### config.mk
export PLATFORM = sky130hd
export DESIGN_NAME = mem_wb_stage_flat
export DESIGN_NICKNAME = d
export VERILOG_FILES = /design/src/rtl/mem_wb_stage_if.sv /design/src/rtl/mem_wb_stage.sv /design/src/flat_wrapper.sv
export SDC_FILE = /design/constraint.sdc
export NUM_CORES = 1
export LEC_CHECK = 0
export ABC_AREA = 1
export CORE_MARGIN = 2
export CORE_UTILIZATION = 57
export DETAILED_ROUTE_END_ITERATION = 7
export DONT_BUFFER_PORTS = 1
export GPL_TIMING_DRIVEN = 0
export PLACE_DENSITY = 0.75
export SYNTH_ARGS = -nofsm -noshare
export SYNTH_HDL_FRONTEND = slang
export SYNTH_SLANG_ARGS = --single-unit
### constraint.sdc
create_clock -name clk -period 1.28 [get_ports clk]
set_clock_uncertainty 0.15 [all_clocks]
set_input_delay 0.128 -clock clk [delete_from_list [all_inputs] [get_ports clk]]
set_output_delay 0.128 -clock clk [all_outputs]
set_load 0.02 [all_outputs]
### src/rtl/mem_wb_stage_if.sv
// MEM/WB stage bundle: memory-stage beat in, writeback beat out.
// slave = stage view, master = producer/consumer view.
interface mem_wb_stage_if #(
  parameter int N    = 32,
  parameter int RA_W = 5
);
  logic            in_valid;
  logic            in_ready;
  logic [N-1:0]    in_alu;
  logic [N-1:0]    in_mem;
  logic [N-1:0]    in_pc4;
  logic [N-1:0]    in_imm;
  logic [1:0]      in_wb_sel;
  logic [RA_W-1:0] in_rd;
  logic            in_we;
  logic            out_valid;
  logic            out_ready;
  logic [N-1:0]    a;
  logic [N-1:0]    b;
  logic [N-1:0]    c;
  logic [N-1:0]    d;
  logic            s0;
  logic            s1;
  logic [RA_W-1:0] rd;
  logic            we;

  modport slave (
    input  in_valid, in_alu, in_mem, in_pc4,
    input  in_imm, in_wb_sel, in_rd, in_we,
    output in_ready,
    output out_valid, a, b, c, d,
    output s0, s1, rd, we,
    input  out_ready
  );

  modport master (
    output in_valid, in_alu, in_mem, in_pc4,
    output in_imm, in_wb_sel, in_rd, in_we,
    input  in_ready,
    input  out_valid, a, b, c, d,
    input  s0, s1, rd, we,
    output out_ready
  );
endinterface

### src/rtl/mem_wb_stage.sv
// MEM/WB pipeline register, valid/ready with stall and flush.
// Ports: clk, rst_n, flush, bus (mem_wb_stage_if.slave).
// MEM_WB_SKID_EN adds a skid entry and a registered in_ready.
module mem_wb_stage #(
  parameter int N    = 32,
  parameter int RA_W = 5
) (
  input  logic           clk,
  input  logic           rst_n,
  input  logic           flush,
  mem_wb_stage_if.slave  bus
);

  typedef struct packed {
    logic [N-1:0]    alu;
    logic [N-1:0]    mem;
    logic [N-1:0]    pc4;
    logic [N-1:0]    imm;
    logic [1:0]      sel;
    logic [RA_W-1:0] rd;
    logic            we;
  } beat_t;

`ifdef MEM_WB_SKID_EN
  typedef enum logic [1:0] {
    EMPTY, FULL, SKID
  } state_e;
`else
  typedef enum logic [1:0] {
    EMPTY, FULL
  } state_e;
`endif

  state_e state_q, state_d;
  beat_t  main_q, main_d;
  beat_t  in_beat;
  logic   xfer_in;
  logic   xfer_out;

  assign in_beat = '{
    alu: bus.in_alu,
    mem: bus.in_mem,
    pc4: bus.in_pc4,
    imm: bus.in_imm,
    sel: bus.in_wb_sel,
    rd:  bus.in_rd,
    we:  bus.in_we
  };

  assign bus.out_valid = (state_q != EMPTY);

`ifdef MEM_WB_SKID_EN
  beat_t skid_q, skid_d;
  // Decoded straight from the state flop: no out_ready path.
  assign bus.in_ready = (state_q != SKID);
`else
  assign bus.in_ready = !bus.out_valid
                      || bus.out_ready;
`endif

  assign xfer_in  = bus.in_valid && bus.in_ready;
  assign xfer_out = bus.out_valid && bus.out_ready;

  always_comb begin
    state_d = state_q;
    main_d  = main_q;
`ifdef MEM_WB_SKID_EN
    skid_d  = skid_q;
`endif
    case (state_q)
      EMPTY: begin
        if (xfer_in) begin
          state_d = FULL;
          main_d  = in_beat;
        end
      end
      FULL: begin
        if (xfer_out && xfer_in) begin
          main_d = in_beat;
        end else if (xfer_out) begin
          state_d = EMPTY;
`ifdef MEM_WB_SKID_EN
        end else if (xfer_in) begin
          state_d = SKID;
          skid_d  = in_beat;
`endif
        end
      end
`ifdef MEM_WB_SKID_EN
      SKID: begin
        if (xfer_out) begin
          state_d = FULL;
          main_d  = skid_q;
        end
      end
`endif
      default: state_d = EMPTY;
    endcase
    // Flush drops only validity; payload flops hold.
    if (flush) begin
      state_d = EMPTY;
      main_d  = main_q;
`ifdef MEM_WB_SKID_EN
      skid_d  = skid_q;
`endif
    end
  end

  always_ff @(posedge clk or negedge rst_n) begin
    if (!rst_n) begin
      state_q <= EMPTY;
      main_q  <= '0;
`ifdef MEM_WB_SKID_EN
      skid_q  <= '0;
`endif
    end else begin
      state_q <= state_d;
      main_q  <= main_d;
`ifdef MEM_WB_SKID_EN
      skid_q  <= skid_d;
`endif
    end
  end

  assign bus.a  = main_q.alu;
  assign bus.b  = main_q.mem;
  assign bus.c  = main_q.pc4;
  assign bus.d  = main_q.imm;
  assign bus.s0 = main_q.sel[0];
  assign bus.s1 = main_q.sel[1];
  assign bus.rd = main_q.rd;
  // x0 is hardwired zero: never request the write.
  assign bus.we = bus.out_valid
               && main_q.we
               && (main_q.rd != '0);

endmodule

### src/flat_wrapper.sv
// flat-port wrapper written by rule: the top's interface ports become plain ports
module mem_wb_stage_flat 
#(
  parameter int N    = 32,
  parameter int RA_W = 5
)
  (clk, rst_n, flush, bus_in_valid, bus_in_alu, bus_in_mem, bus_in_pc4, bus_in_imm, bus_in_wb_sel, bus_in_rd, bus_in_we, bus_in_ready, bus_out_valid, bus_a, bus_b, bus_c, bus_d, bus_s0, bus_s1, bus_rd, bus_we, bus_out_ready);
  mem_wb_stage_if #(.N(N), .RA_W(RA_W)) bus_i ();
  input  logic clk;
  input  logic rst_n;
  input  logic flush;
  input wire logic [$bits(bus_i.in_valid)-1:0] bus_in_valid;
  input wire logic [$bits(bus_i.in_alu)-1:0] bus_in_alu;
  input wire logic [$bits(bus_i.in_mem)-1:0] bus_in_mem;
  input wire logic [$bits(bus_i.in_pc4)-1:0] bus_in_pc4;
  input wire logic [$bits(bus_i.in_imm)-1:0] bus_in_imm;
  input wire logic [$bits(bus_i.in_wb_sel)-1:0] bus_in_wb_sel;
  input wire logic [$bits(bus_i.in_rd)-1:0] bus_in_rd;
  input wire logic [$bits(bus_i.in_we)-1:0] bus_in_we;
  output wire logic [$bits(bus_i.in_ready)-1:0] bus_in_ready;
  output wire logic [$bits(bus_i.out_valid)-1:0] bus_out_valid;
  output wire logic [$bits(bus_i.a)-1:0] bus_a;
  output wire logic [$bits(bus_i.b)-1:0] bus_b;
  output wire logic [$bits(bus_i.c)-1:0] bus_c;
  output wire logic [$bits(bus_i.d)-1:0] bus_d;
  output wire logic [$bits(bus_i.s0)-1:0] bus_s0;
  output wire logic [$bits(bus_i.s1)-1:0] bus_s1;
  output wire logic [$bits(bus_i.rd)-1:0] bus_rd;
  output wire logic [$bits(bus_i.we)-1:0] bus_we;
  input wire logic [$bits(bus_i.out_ready)-1:0] bus_out_ready;
  assign bus_i.in_valid = bus_in_valid;
  assign bus_i.in_alu = bus_in_alu;
  assign bus_i.in_mem = bus_in_mem;
  assign bus_i.in_pc4 = bus_in_pc4;
  assign bus_i.in_imm = bus_in_imm;
  assign bus_i.in_wb_sel = bus_in_wb_sel;
  assign bus_i.in_rd = bus_in_rd;
  assign bus_i.in_we = bus_in_we;
  assign bus_in_ready = bus_i.in_ready;
  assign bus_out_valid = bus_i.out_valid;
  assign bus_a = bus_i.a;
  assign bus_b = bus_i.b;
  assign bus_c = bus_i.c;
  assign bus_d = bus_i.d;
  assign bus_s0 = bus_i.s0;
  assign bus_s1 = bus_i.s1;
  assign bus_rd = bus_i.rd;
  assign bus_we = bus_i.we;
  assign bus_i.out_ready = bus_out_ready;
  mem_wb_stage #(.N(N), .RA_W(RA_W)) u_core (.clk(clk), .rst_n(rst_n), .flush(flush), .bus(bus_i));
endmodule
==> metrics.md, run 1 <==
| Metric | Value |
|---|---|
| Fraction of layout cells with a size suffix above 1 | `35.8%` |
| Failing checks | `hold timing, setup timing` |
| CP Data Required Time | `1480 ps` |
| # fillers | `445` |
| Fin crit share | `123%` |
| Sequential cell fraction of total power | `38.6%` |
| Die height | `110 microns` |
| Clk Latency, worst-skew pair | `410 ps` |
| Sw frac | `31.8%` |
| CP startpoint | `u_core.state_q[0]` |
| CTS root buffer | `clkbuf_16` |
| Register area share after synthesis | `53.1%` |
| Cell area after synthesis | `6460 sq um` |
| 1st-pass router iterations | `7` |
| # rows | `38` |
| P_sw | `0.00453 W` |
| Max cap viols | `0` |
| Area occupied by multi-input gates | `2160 sq um` |
| Fin area | `9630 sq um` |
| Yosys top cell area share | `53.1%` |
| Clk pwr share | `34.9%` |
| HPWL after detailed placement | `11100 microns` |
| Setup slack after layout | `-291 ps` |
| Total clock sinks | `137` |
| CP Capture Type | `flip-flop` |
| Htree depth | `4` |
| Initial DRC Count | `537` |
| CP Max Fanout | `10` |
| Count of cell types in the netlist | `15` |
| Post-layout net count | `1057` |
| Top_reg_cell synth | `dfrtp_1` |
| Final hold vios | `137` |
| Port buffer count | `0` |
| #FFs+latches synth | `137` |
| Hold Slack | `-744 ps` |
| Number of enable flip-flop cells after synthesis | `0` |
| Die area | `12200 sq um` |
| GRT overflow | `0` |
| Leakage Power | `4.97 nW` |
| Startpoint Class | `flip-flop` |
| Drt via density | `5.67` |
| Core area | `10900 sq um` |
| Drt wl/cell | `22.1 microns` |
| Ant. Diodes | `0` |
| Placed cell area | `6650 sq um` |
| Synth area leaders | `dfrtp_1 53%, nand2_1 16%, buf_4 16%, nand3_1 11%, buf_2 2.6%` |
| GRT Resource Usage Total | `31.1%` |
| Clock Pin Slew Worst Setup and Hold Paths | `60 ps` |
| First-pass GRT wire length | `30000 microns` |
| CTS tree | `built` |
| Fmax | `637 MHz` |
| Worst min path class | `input pin to async pin` |
| Syn Inst Count | `736` |
| Final count of pins violating max slew | `0` |
| P_int | `0.00971 W` |
| Syn avg cell area | `8.77 sq um` |
| Fin Setup TNS | `-25620 ps` |
| Comb pwr share | `26.5%` |
| DRC | `0` |
| Yosys warns | `0` |
| Utilization after layout | `88.1%` |
| Area growth, synth to finish | `49.2%` |
| Worst EP arrival | `1770 ps` |
| Overall power | `0.0142 W` |
| Unrepaired setup endpoints after global routing | `yes` |
| Detail Route Antenna Nets | `0` |
| Largest net degree at the start of global routing | `138` |
| Gpl congestion | `0.871` |
| Power Density | `1480 nW/um^2` |
| CP Class | `flip-flop to flip-flop` |
| Slew at the pin closest to its max-slew limit | `313 ps` |
| Run status | `finished, violations left` |
| Initial core utilization | `59.0%` |
| Number of I/O pins | `279` |
| Fin crit period | `1570 ps` |
| Clock buffer count from CTS | `17` |
| Initial antenna violation count | `0` |
| Final setup fails | `142` |
| Total area of sequential cells | `3430 sq um` |
| Post-CTS Hold Buffers | `138` |
| Syn_nets | `877` |
| Asr flop ratio synth | `100%` |
| Reg-to-reg critical path startpoint | `u_core.state_q[0]` |
| Final WL | `23700 microns` |
| Max_slew headroom | `79.1%` |
| Vias | `6065` |
| Post-synth top area cell | `dfrtp_1` |
| Die Width | `110 microns` |
| CTS Buffer Depth | `2` |
| Vias in the first global route | `5776` |
| Maximum vdd drop | `1.05 mV` |
-- flip-flops by register name, summed over array words and instances (netlist names) --
| register | flops |
|---|---|
| u_core.bus.rd | 5 |
| u_core.bus.c | 32 |
| u_core.state_q | 1 |
| u_core.bus.b | 32 |
| u_core.main_q | 1 |
| u_core.bus.s1 | 1 |
| u_core.bus.a | 32 |
| u_core.bus.d | 32 |
| u_core.bus.s0 | 1 |
-- timing repair --
| item | in CTS | in global routing |
|---|---|---|
| pin swaps | 2 | 15 |
| setup endpoints to repair | 132 | 147 |
| buffers inserted | 2 | 11 |
| resized for setup | 52 | 144 |
| gates cloned | 0 | 10 |
| hold endpoints to repair | 274 | 137 |
-- cell type report --
cell class	count	share of cell area, %
Buffer	177	15.9
Clock buffer	21	4.99
Clock inverter	11	1.23
Inverter	5	0.221
Multi-Input combinational cell	418	22.5
Sequential cell	137	35.6
Tap cell	140	1.82
Timing Repair Buffer	160	17.7
-- layout by cell type, fill, tap and decap left out, types with 26 or more instances in the layout --
cell type | Yosys | layout
dfrtp_1 | 137 | 136
nand3_1 | 137 | 103
buf_4 | 136 | 131
nand3_2 | 0 | 34
clkbuf_16 | 0 | 26
buf_6 | 3 | 28
nand2_2 | 1 | 48
nand2_1 | 275 | 215
dlygate4sd3_1 | 0 | 138
-- Yosys cell counts (2+ instances only) --
| cell | instances |
|---|---|
| buf_6 | 3 |
| dfrtp_1 | 137 |
| inv_1 | 4 |
| nand3_1 | 137 |
| nand2_1 | 275 |
| buf_2 | 34 |
| nor2_1 | 2 |
| clkbuf_1 | 2 |
| buf_4 | 136 |
-- final timing paths --
check                      slack [ps]  cells past startpoint          endpoint
setup / recovery                 -290                      6  u_core.bus.rd[2]
hold / removal                   -740                      0   u_core.bus.a[8]
setup reg to reg                 -290                      6  u_core.bus.rd[2]
hold reg to reg                   330                      2   u_core.bus.b[0]
max in group asynchronous        1550                      0  u_core.bus.d[14]
min in group clk                   10                      5   u_core.bus.d[2]
-- power by group through the flow --
stage / registers (W) / logic (W) / clock network (W)
after detailed placement: 0.00541 / 0.00277 / 0
after global routing: 0.00553 / 0.00394 / 0.00521
after global placement: 0.00538 / 0.00271 / 0
final: 0.00550 / 0.00377 / 0.00497
after floorplan: 0.00530 / 0.00245 / 0
after CTS: 0.00534 / 0.00320 / 0.00495
-- critical path, cell delays in order, from the launching register on --
cell,delay (ps)
dfrtp_2,510
nand2_8,110
buf_4,160
nand2_4,90
buf_2,240
nand2_1,140
nand2_1,110
-- kinds of logic after synthesis --
kind of cell | share of synthesized area [%]
AO/OA/AOI/OAI | 0.0774
AND/OR/NAND/NOR | 27.0
flip-flops | 53.1
buffers and inverters | 19.8
-- routing by layer --
metal	vias up	track usage [%]	wire length (microns)
met4	0	16.3	1150
met3	101	7.35	1860
li1	2558	-	-
met5	-	0	0
met1	2971	35.5	8150
met2	435	54.1	12500
-- metrics by stage --
| step | cells | setup WS (ps) |
|---|---|---|
| 2_1_floorplan | 736 | 14.4 |
| 3_3_place_gp | 876 | -261 |
| 3_5_place_dp | 876 | -269 |
| 4_1_cts | 1048 | -187 |
| 5_1_grt | 1069 | -337 |
| 6_report | 1069 | -291 |
No activity file was read; power rests on OpenSTA's default activity.
==> run 2: changes to the inputs <==
--- a/config.mk
+++ b/config.mk
@@ -16,2 +16,3 @@
 export SYNTH_HDL_FRONTEND = slang
 export SYNTH_SLANG_ARGS = --single-unit
+export TNS_END_PERCENT = 5
==> constraint.sdc (replaced) <==
create_clock -name clk -period 1.28 [get_ports clk]
set_clock_uncertainty 0.15 [all_clocks]
set_input_delay 0.192 -clock clk [delete_from_list [all_inputs] [get_ports clk]]
set_output_delay 0.192 -clock clk [all_outputs]
set_load 0.02 [all_outputs]
==> run 2 against run 1 <==
The flow still finishes with violations (hold timing, setup timing); utilization is 1.7 points higher; non-clock buffer count shrank 2; count of clock-buffer cells in the layout stayed put; wire length increased by 1.0%; die area unchanged; global-route usage up 2.7 points; combinational power increased by 5.6%; sequential power increased by 1%; hold slack gained 67 ps; largest cell class is now buffers; largest power group unchanged; highest routed layer unchanged.
==> metrics.md, run 2 (same netlist as run 1, synthesis figures left out) <==
| Metric | Value |
|---|---|
| Final setup fails | `246 (+73%)` |
| CP dominant cell by count | `nand2_1` |
| Clk Latency, worst-skew pair | `400 ps (about the same)` |
| P_int | `0.00996 W (+2.6%)` |
| Post-CTS Hold Buffers | `138 (unchanged)` |
| Fin Setup TNS | `-37590 ps (-11970 ps)` |
| Drt wl/cell | `22.4 microns (+1.1%)` |
| Worst EP arrival | `1750 ps (-20 ps)` |
| Total area of sequential cells | `3430 sq um (unchanged)` |
| Fin crit period | `1630 ps (+54.7 ps)` |
| CTS tree | `built` |
| Comb pwr share | `27.4% (+0.9 points)` |
| Setup slack after layout | `-345 ps (-54.7 ps)` |
| Unrepaired setup endpoints after global routing | `yes` |
| Failing checks | `hold timing, setup timing` |
| CTS root buffer | `clkbuf_16` |
| CTS Buffer Depth | `2 (unchanged)` |
| Core area | `10900 sq um (unchanged)` |
| Largest net degree at the start of global routing | `138 (unchanged)` |
| Run status | `finished, violations left` |
| Vias | `6166 (+1.7%)` |
| Die area | `12200 sq um (unchanged)` |
| Max_slew headroom | `80.6% (+1.5 points)` |
| CP Max Fanout | `10 (unchanged)` |
| GRT overflow | `0 (unchanged)` |
| Non-Filler Instances | `1068 (-0.094%)` |
| Die height | `110 microns (unchanged)` |
| Cells after DPL | `876 (unchanged)` |
| Commonest non-fill, non-tap cell in the layout | `nand2_1` |
| CP Data Required Time | `1410 ps (-70 ps)` |
| Drt via density | `5.77 (+1.8%)` |
| CP Cell Sequence | `nand2_4, buf_12, nand2_8, buf_4, buf_6, nand2_1, nand2_1` |
| # fillers | `427 (-4.0%)` |
| Htree depth | `4 (unchanged)` |
| Area growth, synth to finish | `52.1%` |
| Slew at the pin closest to its max-slew limit | `290 ps (-23.1 ps)` |
| Placed cell area | `6650 sq um (unchanged)` |
| Fmax | `615 MHz (-3.4%)` |
| First-pass GRT wire length | `32400 microns (+8.0%)` |
| # rows | `38 (unchanged)` |
| Initial antenna violation count | `1 (+1)` |
| Fin crit share | `127% (+4.3 points)` |
| Max cap viols | `0 (unchanged)` |
| Startpoint Class | `flip-flop` |
| Worst min path class | `input pin to async pin` |
| Final count of pins violating max slew | `0 (unchanged)` |
| Final hold vios | `137 (unchanged)` |
| GRT Resource Usage Total | `33.8% (+2.7 points)` |
| Number of I/O pins | `279 (unchanged)` |
| Critical path buffers and inverters | `3 (+1)` |
| Power Density | `1480 nW/um^2 (about the same)` |
| Detail Route Antenna Nets | `0 (unchanged)` |
| Kind of cell adding the most delay to the critical path | `flip-flops` |
| Fin area | `9820 sq um (+1.9%)` |
| Maximum vdd drop | `1.17 mV (+11%)` |
| Utilization after layout | `89.8% (+1.7 points)` |
| Post-layout net count | `1055 (-0.19%)` |
| Port buffer count | `0 (unchanged)` |
| Initial core utilization | `59.0% (unchanged)` |
| Clock buffer count from CTS | `17 (unchanged)` |
| HPWL after detailed placement | `11100 microns (unchanged)` |
| Die Width | `110 microns (unchanged)` |
| Hold Slack | `-676 ps (+67.2 ps)` |
| CP max stage delay | `490 ps (-20 ps)` |
| Leakage Power | `5.02 nW (+1.2%)` |
| DRC | `0 (unchanged)` |
| Area occupied by multi-input gates | `1990 sq um (-8.0%)` |
| CP Class | `flip-flop to flip-flop` |
| 1st-pass router iterations | `5 (-2)` |
| Final WL | `23900 microns (+1.0%)` |
| Clk pwr share | `34.3% (-0.6 points)` |
| Most frequent cells in the layout | `257 x nand2_1, 149 x buf_6, 138 x dlygate4sd3_1` |
| Gpl congestion | `0.871 (unchanged)` |
| Initial DRC Count | `626 (+17%)` |
| Sequential cell fraction of total power | `38.3% (-0.3 points)` |
| Crit-path slowest cell | `dfrtp_2` |
| Total clock sinks | `137 (unchanged)` |
| Fraction of layout cells with a size suffix above 1 | `29.9% (-6.0 points)` |
| CP Capture Type | `flip-flop` |
| P_sw | `0.00457 W (+0.86%)` |
| Clock Pin Slew Worst Setup and Hold Paths | `60 ps (about the same)` |
| Vias in the first global route | `6089 (+5.4%)` |
| Sw frac | `31.5% (-0.36 points)` |
-- run 2: cell types whose count changed in the layout (fill, tap and decap cells not counted), sizes merged --
cell,delta
buf,+3
diode,+1
clkbuf,-5
-- run 2: what timing repair did --
item | 4_1_cts | 5_1_grt
endpoints found under the hold margin | 274 | 137
resized for setup | 176 | 74
cloned | 1 | 6
pin swaps | 2 | 15
setup buffers | 2 | 14
endpoints found under the setup margin | 265 | 271
-- run 2: cell type report --
class,instances,share of cell area [%]
Sequential cell,137,34.9
Multi-Input combinational cell,418,20.3
Buffer,175,19.5
Timing Repair Buffer,160,17.2
Clock buffer,21,4.89
Tap cell,140,1.78
Clock inverter,11,1.21
Inverter,5,0.191
Antenna cell,1,0.0255
-- run 2: path summary, 6_finish.rpt --
| kind | endpoint | depth (start not counted) | slack, ps | startpoint |
|---|---|---|---|---|
| max in group asynchronous | u_core.bus.b[11] | 0 | 1410 | rst_n |
| worst max register to register | u_core.bus.d[8] | 7 | -350 | u_core.state_q[0] |
| worst min register to register | u_core.bus.c[0] | 2 | 350 | u_core.bus.c[0] |
| min in group clk | u_core.bus.d[25] | 5 | 50 | flush |
| worst max-delay path | u_core.bus.d[8] | 7 | -350 | u_core.state_q[0] |
| worst min-delay path | u_core.bus.b[30] | 0 | -680 | rst_n |
-- run 2: power by group through the flow --
| stage | logic, W | clock network (W) | registers [W] |
|---|---|---|---|
| 6_report | 0.00398 | 0.00499 | 0.00557 |
| 5_1_grt | 0.00415 | 0.00520 | 0.00560 |
| 2_1_floorplan | 0.00245 | 0 | 0.00530 |
| 3_5_place_dp | 0.00277 | 0 | 0.00541 |
| 3_3_place_gp | 0.00271 | 0 | 0.00538 |
| 4_1_cts | 0.00357 | 0.00495 | 0.00546 |
-- run 2: per-layer routing --
| metal | vias up | track usage, % | part of all wire [%] |
|---|---|---|---|
| li1 | 2562 | - | - |
| met1 | 2975 | 37.2 | 34 |
| met2 | 506 | 60.9 | 52 |
| met3 | 123 | 8.51 | 8.7 |
| met4 | 0 | 16.0 | 6.1 |
| met5 | - | 0 | 0 |
-- run 2: metrics by stage --
step	setup slack, ps	power (W)
detailed placement	-269	0.00817
floorplan	14.4	0.00775
finish	-345	0.0145
CTS	-251	0.0140
global placement	-261	0.00809
global route	-399	0.0150
==> run 3: changes to the inputs <==
- GPL_ROUTABILITY_DRIVEN: unset -> 0
==> results of run 3 <==
Final layout, timing and power as in run 2 (identical DEF).
